`config.mk`:
```
export PLATFORM = sky130hd
export DESIGN_NAME = cpu_control_unit_flat
export DESIGN_NICKNAME = d
export VERILOG_FILES = /design/src/rtl/cpu_control_unit_if.sv /design/src/rtl/cpu_control_unit.sv /design/src/flat_wrapper.sv
export SDC_FILE = /design/constraint.sdc
export NUM_CORES = 1
export LEC_CHECK = 0
export ABC_AREA = 1
export ABC_CLOCK_PERIOD_IN_PS = 900
export BUFFER_PORTS_ARGS = -buffer_cell sky130_fd_sc_hd__buf_2
export CORE_MARGIN = 2
export CORE_UTILIZATION = 33
export CTS_CLUSTER_SIZE = 10
export DETAILED_ROUTE_END_ITERATION = 7
export GPL_TIMING_DRIVEN = 0
export PLACE_DENSITY = 0.8
export SYNTH_ARGS = -nofsm -noshare
export SYNTH_HDL_FRONTEND = slang
export SYNTH_SLANG_ARGS = --single-unit
```
`constraint.sdc`:
```
create_clock -name clk -period 0.9 [get_ports clk]
set_input_delay 0 -clock clk [delete_from_list [all_inputs] [get_ports clk]]
set_output_delay 0 -clock clk [all_outputs]
set_load 0.05 [all_outputs]
```
`src/rtl/cpu_control_unit_if.sv`:
```
// ============================================================================
// Module      : cpu_control_unit_if
// Description : Bundle of control-word, IR and flag signals between the
//               control FSM (master) and the execution unit (slave).
// Revision    : 1.0 - initial release
// ============================================================================
`default_nettype none

interface cpu_control_unit_if;
  logic        step_en;
  logic [15:0] ir;
  logic        C;
  logic        N;
  logic        Z;
  logic        w_en;
  logic        s_sel;
  logic        pc_ld;
  logic        pc_inc;
  logic        ir_ld;
  logic        adr_sel;
  logic        mem_w_en;
  logic [2:0]  alu_op;
  logic [2:0]  w_adr;
  logic [2:0]  r_adr;
  logic [2:0]  s_adr;
  logic [2:0]  state;
  logic        halted;
  logic        illegal;

  modport master (
    input  step_en, ir, C, N, Z,
    output w_en, s_sel, pc_ld, pc_inc, ir_ld, adr_sel, mem_w_en,
    output alu_op, w_adr, r_adr, s_adr, state, halted, illegal
  );

  modport slave (
    output step_en, ir, C, N, Z,
    input  w_en, s_sel, pc_ld, pc_inc, ir_ld, adr_sel, mem_w_en,
    input  alu_op, w_adr, r_adr, s_adr, state, halted, illegal
  );
endinterface

`default_nettype wire

```
`src/rtl/cpu_control_unit.sv`:
```
// ============================================================================
// Module      : cpu_control_unit
// Description : Moore control FSM producing the per-cycle control word for
//               the execution unit, stepped by step_en or free-running.
// Revision    : 1.0 - initial release
// ============================================================================
`default_nettype none

module cpu_control_unit #(
  parameter bit SINGLE_STEP     = 1'b1,
  parameter bit HALT_ON_ILLEGAL = 1'b1
) (
  input  logic                  clk,
  input  logic                  reset,
  cpu_control_unit_if.master    bus
);

  typedef enum logic [2:0] {
    ST_FETCH  = 3'd0,
    ST_DECODE = 3'd1,
    ST_EX_ALU = 3'd2,
    ST_EX_LD1 = 3'd3,
    ST_EX_LD2 = 3'd4,
    ST_EX_ST  = 3'd5,
    ST_EX_JMP = 3'd6,
    ST_HALT   = 3'd7
  } state_t;

  state_t     state_q, state_d;
  logic       take_br_q, take_br_d;
  logic       illegal_q, illegal_d;

  logic       adv_raw;
  logic       adv;
  logic [3:0] opcode;

  logic       w_en;
  logic       s_sel;
  logic       pc_ld;
  logic       pc_inc;
  logic       ir_ld;
  logic       adr_sel;
  logic       mem_w_en;
  logic [2:0] alu_op;

  generate
    if (SINGLE_STEP) begin : g_step_adv
      assign adv_raw = bus.step_en;
    end else begin : g_free_adv
      assign adv_raw = 1'b1;
    end
  endgenerate

  // Reset gates every strobe so nothing commits in the reset cycle.
  assign adv    = adv_raw & ~reset;
  assign opcode = bus.ir[15:12];

  always_comb begin
    state_d   = state_q;
    take_br_d = take_br_q;
    illegal_d = illegal_q;
    w_en      = 1'b0;
    s_sel     = 1'b0;
    pc_ld     = 1'b0;
    pc_inc    = 1'b0;
    ir_ld     = 1'b0;
    adr_sel   = 1'b0;
    mem_w_en  = 1'b0;
    alu_op    = 3'd0;

    case (state_q)
      ST_FETCH: begin
        ir_ld  = adv;
        pc_inc = adv;
        if (adv) state_d = ST_DECODE;
      end

      ST_DECODE: begin
        if (adv) begin
          // Flags are captured here; EX_JMP must not see later flag changes.
          take_br_d = (opcode == 4'h3)
                    | ((opcode == 4'h4) & bus.Z)
                    | ((opcode == 4'h5) & bus.N)
                    | ((opcode == 4'h6) & bus.C);
          case (opcode)
            4'h0:                   state_d = ST_EX_ALU;
            4'h1:                   state_d = ST_EX_LD1;
            4'h2:                   state_d = ST_EX_ST;
            4'h3, 4'h4, 4'h5, 4'h6: state_d = ST_EX_JMP;
            4'hF:                   state_d = ST_HALT;
            default: begin
              if (HALT_ON_ILLEGAL) begin
                state_d   = ST_HALT;
                illegal_d = 1'b1;
              end else begin
                state_d   = ST_FETCH;
              end
            end
          endcase
        end
      end

      ST_EX_ALU: begin
        alu_op = bus.ir[11:9];
        s_sel  = 1'b0;
        w_en   = adv;
        if (adv) state_d = ST_FETCH;
      end

      ST_EX_LD1: begin
        adr_sel = 1'b1;
        if (adv) state_d = ST_EX_LD2;
      end

      ST_EX_LD2: begin
        adr_sel = 1'b1;
        s_sel   = 1'b1;
        w_en    = adv;
        if (adv) state_d = ST_FETCH;
      end

      ST_EX_ST: begin
        adr_sel  = 1'b1;
        mem_w_en = adv;
        if (adv) state_d = ST_FETCH;
      end

      ST_EX_JMP: begin
        pc_ld = adv & take_br_q;
        if (adv) state_d = ST_FETCH;
      end

      ST_HALT: begin
        state_d = ST_HALT;
      end

      default: begin
        state_d = ST_FETCH;
      end
    endcase
  end

  always_ff @(posedge clk) begin
    if (reset) begin
      state_q   <= ST_FETCH;
      take_br_q <= 1'b0;
      illegal_q <= 1'b0;
    end else begin
      state_q   <= state_d;
      take_br_q <= take_br_d;
      illegal_q <= illegal_d;
    end
  end

  assign bus.w_en     = w_en;
  assign bus.s_sel    = s_sel;
  assign bus.pc_ld    = pc_ld;
  assign bus.pc_inc   = pc_inc;
  assign bus.ir_ld    = ir_ld;
  assign bus.adr_sel  = adr_sel;
  assign bus.mem_w_en = mem_w_en;
  assign bus.alu_op   = alu_op;
  assign bus.w_adr    = bus.ir[8:6];
  assign bus.r_adr    = bus.ir[5:3];
  assign bus.s_adr    = bus.ir[2:0];
  assign bus.state    = state_q;
  assign bus.halted   = (state_q == ST_HALT);
  assign bus.illegal  = illegal_q;

endmodule

`default_nettype wire

```
`src/flat_wrapper.sv`:
```
// flat-port wrapper written by rule: the top's interface ports become plain ports
module cpu_control_unit_flat 
#(
  parameter bit SINGLE_STEP     = 1'b1,
  parameter bit HALT_ON_ILLEGAL = 1'b1
)
  (clk, reset, bus_step_en, bus_ir, bus_C, bus_N, bus_Z, bus_w_en, bus_s_sel, bus_pc_ld, bus_pc_inc, bus_ir_ld, bus_adr_sel, bus_mem_w_en, bus_alu_op, bus_w_adr, bus_r_adr, bus_s_adr, bus_state, bus_halted, bus_illegal);
  cpu_control_unit_if bus_i ();
  input  logic clk;
  input  logic reset;
  input wire logic [$bits(bus_i.step_en)-1:0] bus_step_en;
  input wire logic [$bits(bus_i.ir)-1:0] bus_ir;
  input wire logic [$bits(bus_i.C)-1:0] bus_C;
  input wire logic [$bits(bus_i.N)-1:0] bus_N;
  input wire logic [$bits(bus_i.Z)-1:0] bus_Z;
  output wire logic [$bits(bus_i.w_en)-1:0] bus_w_en;
  output wire logic [$bits(bus_i.s_sel)-1:0] bus_s_sel;
  output wire logic [$bits(bus_i.pc_ld)-1:0] bus_pc_ld;
  output wire logic [$bits(bus_i.pc_inc)-1:0] bus_pc_inc;
  output wire logic [$bits(bus_i.ir_ld)-1:0] bus_ir_ld;
  output wire logic [$bits(bus_i.adr_sel)-1:0] bus_adr_sel;
  output wire logic [$bits(bus_i.mem_w_en)-1:0] bus_mem_w_en;
  output wire logic [$bits(bus_i.alu_op)-1:0] bus_alu_op;
  output wire logic [$bits(bus_i.w_adr)-1:0] bus_w_adr;
  output wire logic [$bits(bus_i.r_adr)-1:0] bus_r_adr;
  output wire logic [$bits(bus_i.s_adr)-1:0] bus_s_adr;
  output wire logic [$bits(bus_i.state)-1:0] bus_state;
  output wire logic [$bits(bus_i.halted)-1:0] bus_halted;
  output wire logic [$bits(bus_i.illegal)-1:0] bus_illegal;
  assign bus_i.step_en = bus_step_en;
  assign bus_i.ir = bus_ir;
  assign bus_i.C = bus_C;
  assign bus_i.N = bus_N;
  assign bus_i.Z = bus_Z;
  assign bus_w_en = bus_i.w_en;
  assign bus_s_sel = bus_i.s_sel;
  assign bus_pc_ld = bus_i.pc_ld;
  assign bus_pc_inc = bus_i.pc_inc;
  assign bus_ir_ld = bus_i.ir_ld;
  assign bus_adr_sel = bus_i.adr_sel;
  assign bus_mem_w_en = bus_i.mem_w_en;
  assign bus_alu_op = bus_i.alu_op;
  assign bus_w_adr = bus_i.w_adr;
  assign bus_r_adr = bus_i.r_adr;
  assign bus_s_adr = bus_i.s_adr;
  assign bus_state = bus_i.state;
  assign bus_halted = bus_i.halted;
  assign bus_illegal = bus_i.illegal;
  cpu_control_unit #(.SINGLE_STEP(SINGLE_STEP), .HALT_ON_ILLEGAL(HALT_ON_ILLEGAL)) u_core (.clk(clk), .reset(reset), .bus(bus_i));
endmodule
```
==> flow_summary.ini, run 1 <==
[outcome]
outcome = finished with violations
violations = negative setup slack

[yosys]
netlist_top_cells_area = dfxtp_1 (19%), buf_4 (14%), nand2_1 (13%)
synth_cell_types = 16
ys_ff_latch = 5
synth_warnings = 0
yosysSeqAreaShare_pct = 19.1
synthCells = 91
syn_area_sq_um = 523
syn_area_per_cell_sq_um = 5.75
synth_top_cell_by_area = dfxtp_1
synth.top_cell.area_share_pct = 19.1
synth_fp_nets = 113

[drt]
vias_per_cell = 4.66
drtIter0Drc = 11
wl_um = 1610
dr.pass1.iters = 4
drc = 0
ant_nets = 0
via_count = 718
wl_per_cell_um = 10.5

[sta]
max_freq_mhz = 826
fin_crit_sh_pct = 135
hold_slack_ns = 0.0755
tightest_slew_ns = 0.228
worst_slack_ns = -0.311
rsz0062_at_grt = true
maxSlewViolCount = 0
hold_viol_final = 0
setup_violations = 17
fin_worst_skew_ns = 0.00445
fin_crit_ns = 1.21
max_slew_margin_pct = 84.7

[place]
gp_congestion = 0.803
place_ws_ns = -0.372
dpl.hpwl_um = 1110
numPortBuffers = 36
dp.cells = 143

[final_layout]
diodes = 0
nets = 161
area_growth_pct = 95.5
layout_commonest_cell = buf_2
drive_above_1_share_pct = 59.4
final_cell_mix = buf_2 (22), nand2_1 (18), buf_4 (15)
layout.cells.non_filler = 154

[critical_path]
crit_buf_inv = 2
crit_chain = nor3_4, inv_2, o211ai_1, buf_4
crit_path_top_delay_cell = dfxtp_4
crit_cells = 4
crit_type = flip-flop to output pin
critPathLaunchType = flip-flop
startpoint = u_core.bus.state[1]
reg2reg_from = u_core.bus.state[0]
worstPathMaxFanout = 7
cp_slowest_stage_delay_ns = 0.37
end_kind = output pin
required_ns = 0.90
crit_arrival_ns = 1.21
ff2ff_path_depth = 7
cpLargestDelayFamily = flip-flops

[clock_network]
htreeDepth = 1
cts_tree = yes
clkSinkCount = 5
cts_buffer_depth = 2
insertion_delay_ns = 0.24
clockRootBuffer = clkbuf_4
cts_made_buffers = 3
path_clk_slew_ns = 0.04

[worst_hold_path]
hold_class = input port to flip-flop
worstHoldStart = bus_step_en
worstHoldPathCells = 3

[grt]
grt_max_degree = 8
grt_usage_pct = 17.3
antenna_found_initial = 0
grt_pass1_wl_um = 2480
grt_pass1_vias = 635
overflow = 0

[die]
core_sq_um = 1490
io_pins = 46
dieArea_sq_um = 1920
die_h_um = 43.8
start_util_pct = 35.1
row_count = 14
die_x_um = 43.8

[flow_run]
cap_violations = 0

[power_and_ir_drop]
total_power_w = 0.00100
ir_worst_vdd_mv = 0.778
power.density_nw_per_um2 = 980
p_leak_nw = 0.520
==> metal layers <==
| metal | global-route usage (%) | routed length (um) | vias up |
|---|---|---|---|
| met5 | 0 | 0 | - |
| met4 | 3.64 | 0 | 0 |
| met3 | 5.42 | 129 | 0 |
| met2 | 34.4 | 864 | 32 |
| met1 | 17.1 | 617 | 319 |
| li1 | - | - | 367 |
==> synthesized netlist by cell type <==
cell type	instances
nor3_2	1
nor2_4	1
nand2_2	4
buf_4	10
dfxtp_1	5
nand3_1	10
nand2_1	18
nor2_1	13
nand2_4	1
inv_2	3
a22oi_1	1
o21ai_0	2
a21oi_1	5
o211ai_1	1
inv_1	14
nor3_1	2
==> state kept, by name, summed over array words and instances (netlist names) <==
name and count:
u_core.take_br_q 1, u_core.bus.state 3, u_core.bus.illegal 1
==> what timing repair did <==
action | in CTS | in global routing
endpoints found under the hold margin | 3 | 0
gates resized for setup | 29 | 14
hold buffers | 1 | 0
endpoints found under the setup margin | 19 | 17
pin swaps | 2 | 4
setup buffers | 2 | 4
==> final cells by class <==
class,instances,area (sq um)
fill,132,467
multi-input combinational,59,377
timing repair buffer,43,334
sequential,5,111
buffer,10,78.8
inverter,17,75.1
clock buffer,4,26.3
tap,16,20.0
==> worst register-to-register path: cells and delay by family (launching register included) <==
family	cells	cell delay (ns)
buffers and inverters	1	0.11
and+or+nand+nor	6	0.49
DFF	1	0.41
==> power by group <==
part,internal [W],switching (W),leakage [nW]
sequential,0.000232,0.0000241,0.0430
combinational,0.000181,0.000304,0.462
clock,0.000168,0.0000922,0.0150
==> logic make-up after synthesis <==
| kind of cell | Yosys count | share of synthesized area [%] |
|---|---|---|
| buffers and inverters | 27 | 26.6 |
| and+or+nand+nor | 50 | 44.7 |
| AOI/OAI and AO/OA | 9 | 9.57 |
| DFF | 5 | 19.1 |
==> worst paths after layout <==
| check | end | slack [ns] |
|---|---|---|
| setup / recovery | bus_adr_sel | -0.31 |
| hold / removal | u_core.bus.state[0] | 0.08 |
| setup reg to reg | u_core.bus.illegal | -0.18 |
| hold reg to reg | u_core.bus.illegal | 0.48 |
==> stage by stage <==
stage          TNS [ns]  instance area [sq um]  utilization [%]
2_1_floorplan     -4.90                    602                -
3_3_place_gp      -2.20                    802             53.9
3_5_place_dp      -2.41                    802             53.9
4_1_cts           -3.35                    942             63.3
5_1_grt           -4.46                   1020             68.7
6_report          -3.44                   1020             68.7
Power figures use the tool's default switching activity.
==> inputs of run 2 (changes only) <==
--- a/config.mk
+++ b/config.mk
@@ -13,7 +13,7 @@
 export CTS_CLUSTER_SIZE = 10
 export DETAILED_ROUTE_END_ITERATION = 7
 export GPL_TIMING_DRIVEN = 0
-export PLACE_DENSITY = 0.8
+export PLACE_DENSITY_LB_ADDON = 0.12
 export SYNTH_ARGS = -nofsm -noshare
 export SYNTH_HDL_FRONTEND = slang
 export SYNTH_SLANG_ARGS = --single-unit
==> run 2 against run 1 <==
Effect of this change: the flow still finishes with violations (negative setup slack); sequential power about the same; sequential share of layout area about the same; final cell count down 0.65%; die area unchanged; critical endpoint unchanged; highest routed layer is now met4.
==> flow_summary.ini, run 2 (synthesis gave the netlist of run 1 again) <==
[place]
placed_area_sq_um = 802
numPortBuffers = 36
gp_congestion = 0.755
place_ws_ns = -0.365
dpl.hpwl_um = 1060

[critical_path]
crit_arrival_ns = 1.21
crit_type = flip-flop to output pin
ff2ff_path_depth = 7
end_kind = output pin
critPathLaunchType = flip-flop
regToRegSetupSlack_ns = -0.24
worstPathMaxFanout = 6
reg2reg_to = u_core.bus.state[2]
required_ns = 0.90
reg2reg_from = u_core.bus.state[0]

[clock_network]
cts_made_buffers = 3
clockRootBuffer = clkbuf_4
insertion_delay_ns = 0.24
htreeDepth = 1
clkSinkCount = 5
cts_tree = yes
path_clk_slew_ns = 0.05
cts_buffer_depth = 2

[power_and_ir_drop]
power_frac_comb_pct = 48.3
sequentialPowerShare_pct = 25.6
power.internal_w = 0.000572
total_power_w = 0.000989
power.share.clock_pct = 26.1
power.density_nw_per_um2 = 971
ir_worst_vdd_mv = 0.769
swShare_pct = 42.2
p_sw_w = 0.000417
p_leak_nw = 0.512

[final_layout]
nets = 160
finalInstanceArea_sq_um = 1020
drive_above_1_share_pct = 61.3
nFillCells = 127
layout_commonest_cell = buf_2
final_cell_mix = buf_2 (23), nand2_1 (18), buf_4 (15)
area_growth_pct = 94.7
largest_reg_flops = 3
diodes = 0

[sta]
max_freq_mhz = 827
fin_worst_skew_ns = 0.00529
hold_viol_final = 0
setup_violations = 17
fin_crit_sh_pct = 134
max_slew_margin_pct = 83.4
worst_slack_ns = -0.309
fin_crit_ns = 1.21
tightest_slew_ns = 0.251
maxSlewViolCount = 0
rsz0062_at_grt = true

[drt]
dr.pass1.iters = 3
wl_um = 1470
ant_nets = 0
via_count = 692
drtIter0Drc = 5
vias_per_cell = 4.52
drc = 0
wl_per_cell_um = 9.61

[worst_hold_path]
hold_class = input port to flip-flop
min_to = u_core.take_br_q
worstHoldStart = bus_ir[15]
worstHoldPathCells = 4

[grt]
grt_pass1_vias = 617
overflow = 0
grt_max_degree = 8
antenna_found_initial = 0
grt_pass1_wl_um = 2470
grt_usage_pct = 16.9

[die]
die_x_um = 43.8
start_util_pct = 35.1
core_sq_um = 1490
io_pins = 46
die_h_um = 43.8
row_count = 14
dieArea_sq_um = 1920

[outcome]
outcome = finished with violations
violations = negative setup slack

[flow_run]
cap_violations = 0
-- run 2: cell types whose count changed in the layout (fill, tap and decap cells not counted), sizes merged --
cell / before / now
buf: 52 / 51
-- run 2: power by group through the flow --
stage / sequential (W) / clock [W] / combinational [W]
after CTS: 0.000254 / 0.000261 / 0.000453
after global placement: 0.000258 / 0 / 0.000398
after detailed placement: 0.000258 / 0 / 0.000402
after floorplan: 0.000286 / 0 / 0.000282
after global routing: 0.000257 / 0.000292 / 0.000511
final: 0.000253 / 0.000258 / 0.000478
-- run 2: area by class of cell --
class	instances	area [sq um]	share of cell area, %
Buffer	10	78.8	7.74
Clock buffer	4	26.3	2.58
Multi-Input combinational cell	59	389	38.2
Inverter	17	72.6	7.13
Sequential cell	5	111	10.9
Tap cell	16	20.0	1.97
Timing Repair Buffer	42	320	31.4
-- run 2: timing repair --
action                                  in CTS  in global routing
gates resized for setup                     33                 10
hold buffers                                 1                  0
hold endpoints to repair                     3                  0
pin swaps                                    2                  3
endpoints found under the setup margin      19                 18
setup buffers                                2                  3
-- run 2: how the worst max path moves through the flow --
| stage | start | to | slack, ns | depth (start not counted) |
|---|---|---|---|---|
| after global placement | u_core.bus.state[0] | bus_w_en | -0.36 | 4 |
| after detailed placement | u_core.bus.state[0] | bus_w_en | -0.37 | 4 |
| after CTS | u_core.bus.state[1] | bus_adr_sel | -0.29 | 4 |
| final | u_core.bus.state[1] | bus_adr_sel | -0.31 | 4 |
| after floorplan | u_core.bus.state[2] | bus_adr_sel | -0.71 | 4 |
| after global routing | u_core.bus.state[0] | bus_adr_sel | -0.39 | 3 |
-- run 2: routing by layer --
layer	GRT usage [%]	routed length (um)	vias to the layer above	share of wire, %
met5	0	0	-	0
met4	3.64	14	0	0.95
met3	5.42	121	2	8.2
met2	29.7	781	29	53
met1	19.8	552	292	38
li1	-	-	369	-
-- run 2: per-stage QoR --
step / std cells / TNS [ns] / hold WS, ns / utilization [%]
after detailed placement: 143 / -2.44 / 0.204 / 53.9
after global placement: 143 / -2.33 / 0.203 / 53.9
after global routing: 153 / -4.78 / 0.115 / 68.4
after floorplan: 91 / -4.90 / 0.0594 / -
after CTS: 150 / -3.26 / 0.0764 / 64.7
final: 153 / -3.56 / 0.0825 / 68.4
-- run 2: worst max-delay path, stage by stage (launching register included) --
cell and delay, ns:
dfxtp_4 0.36, nor3_4 0.20, inv_2 0.07, o211ai_1 0.10, buf_4 0.23
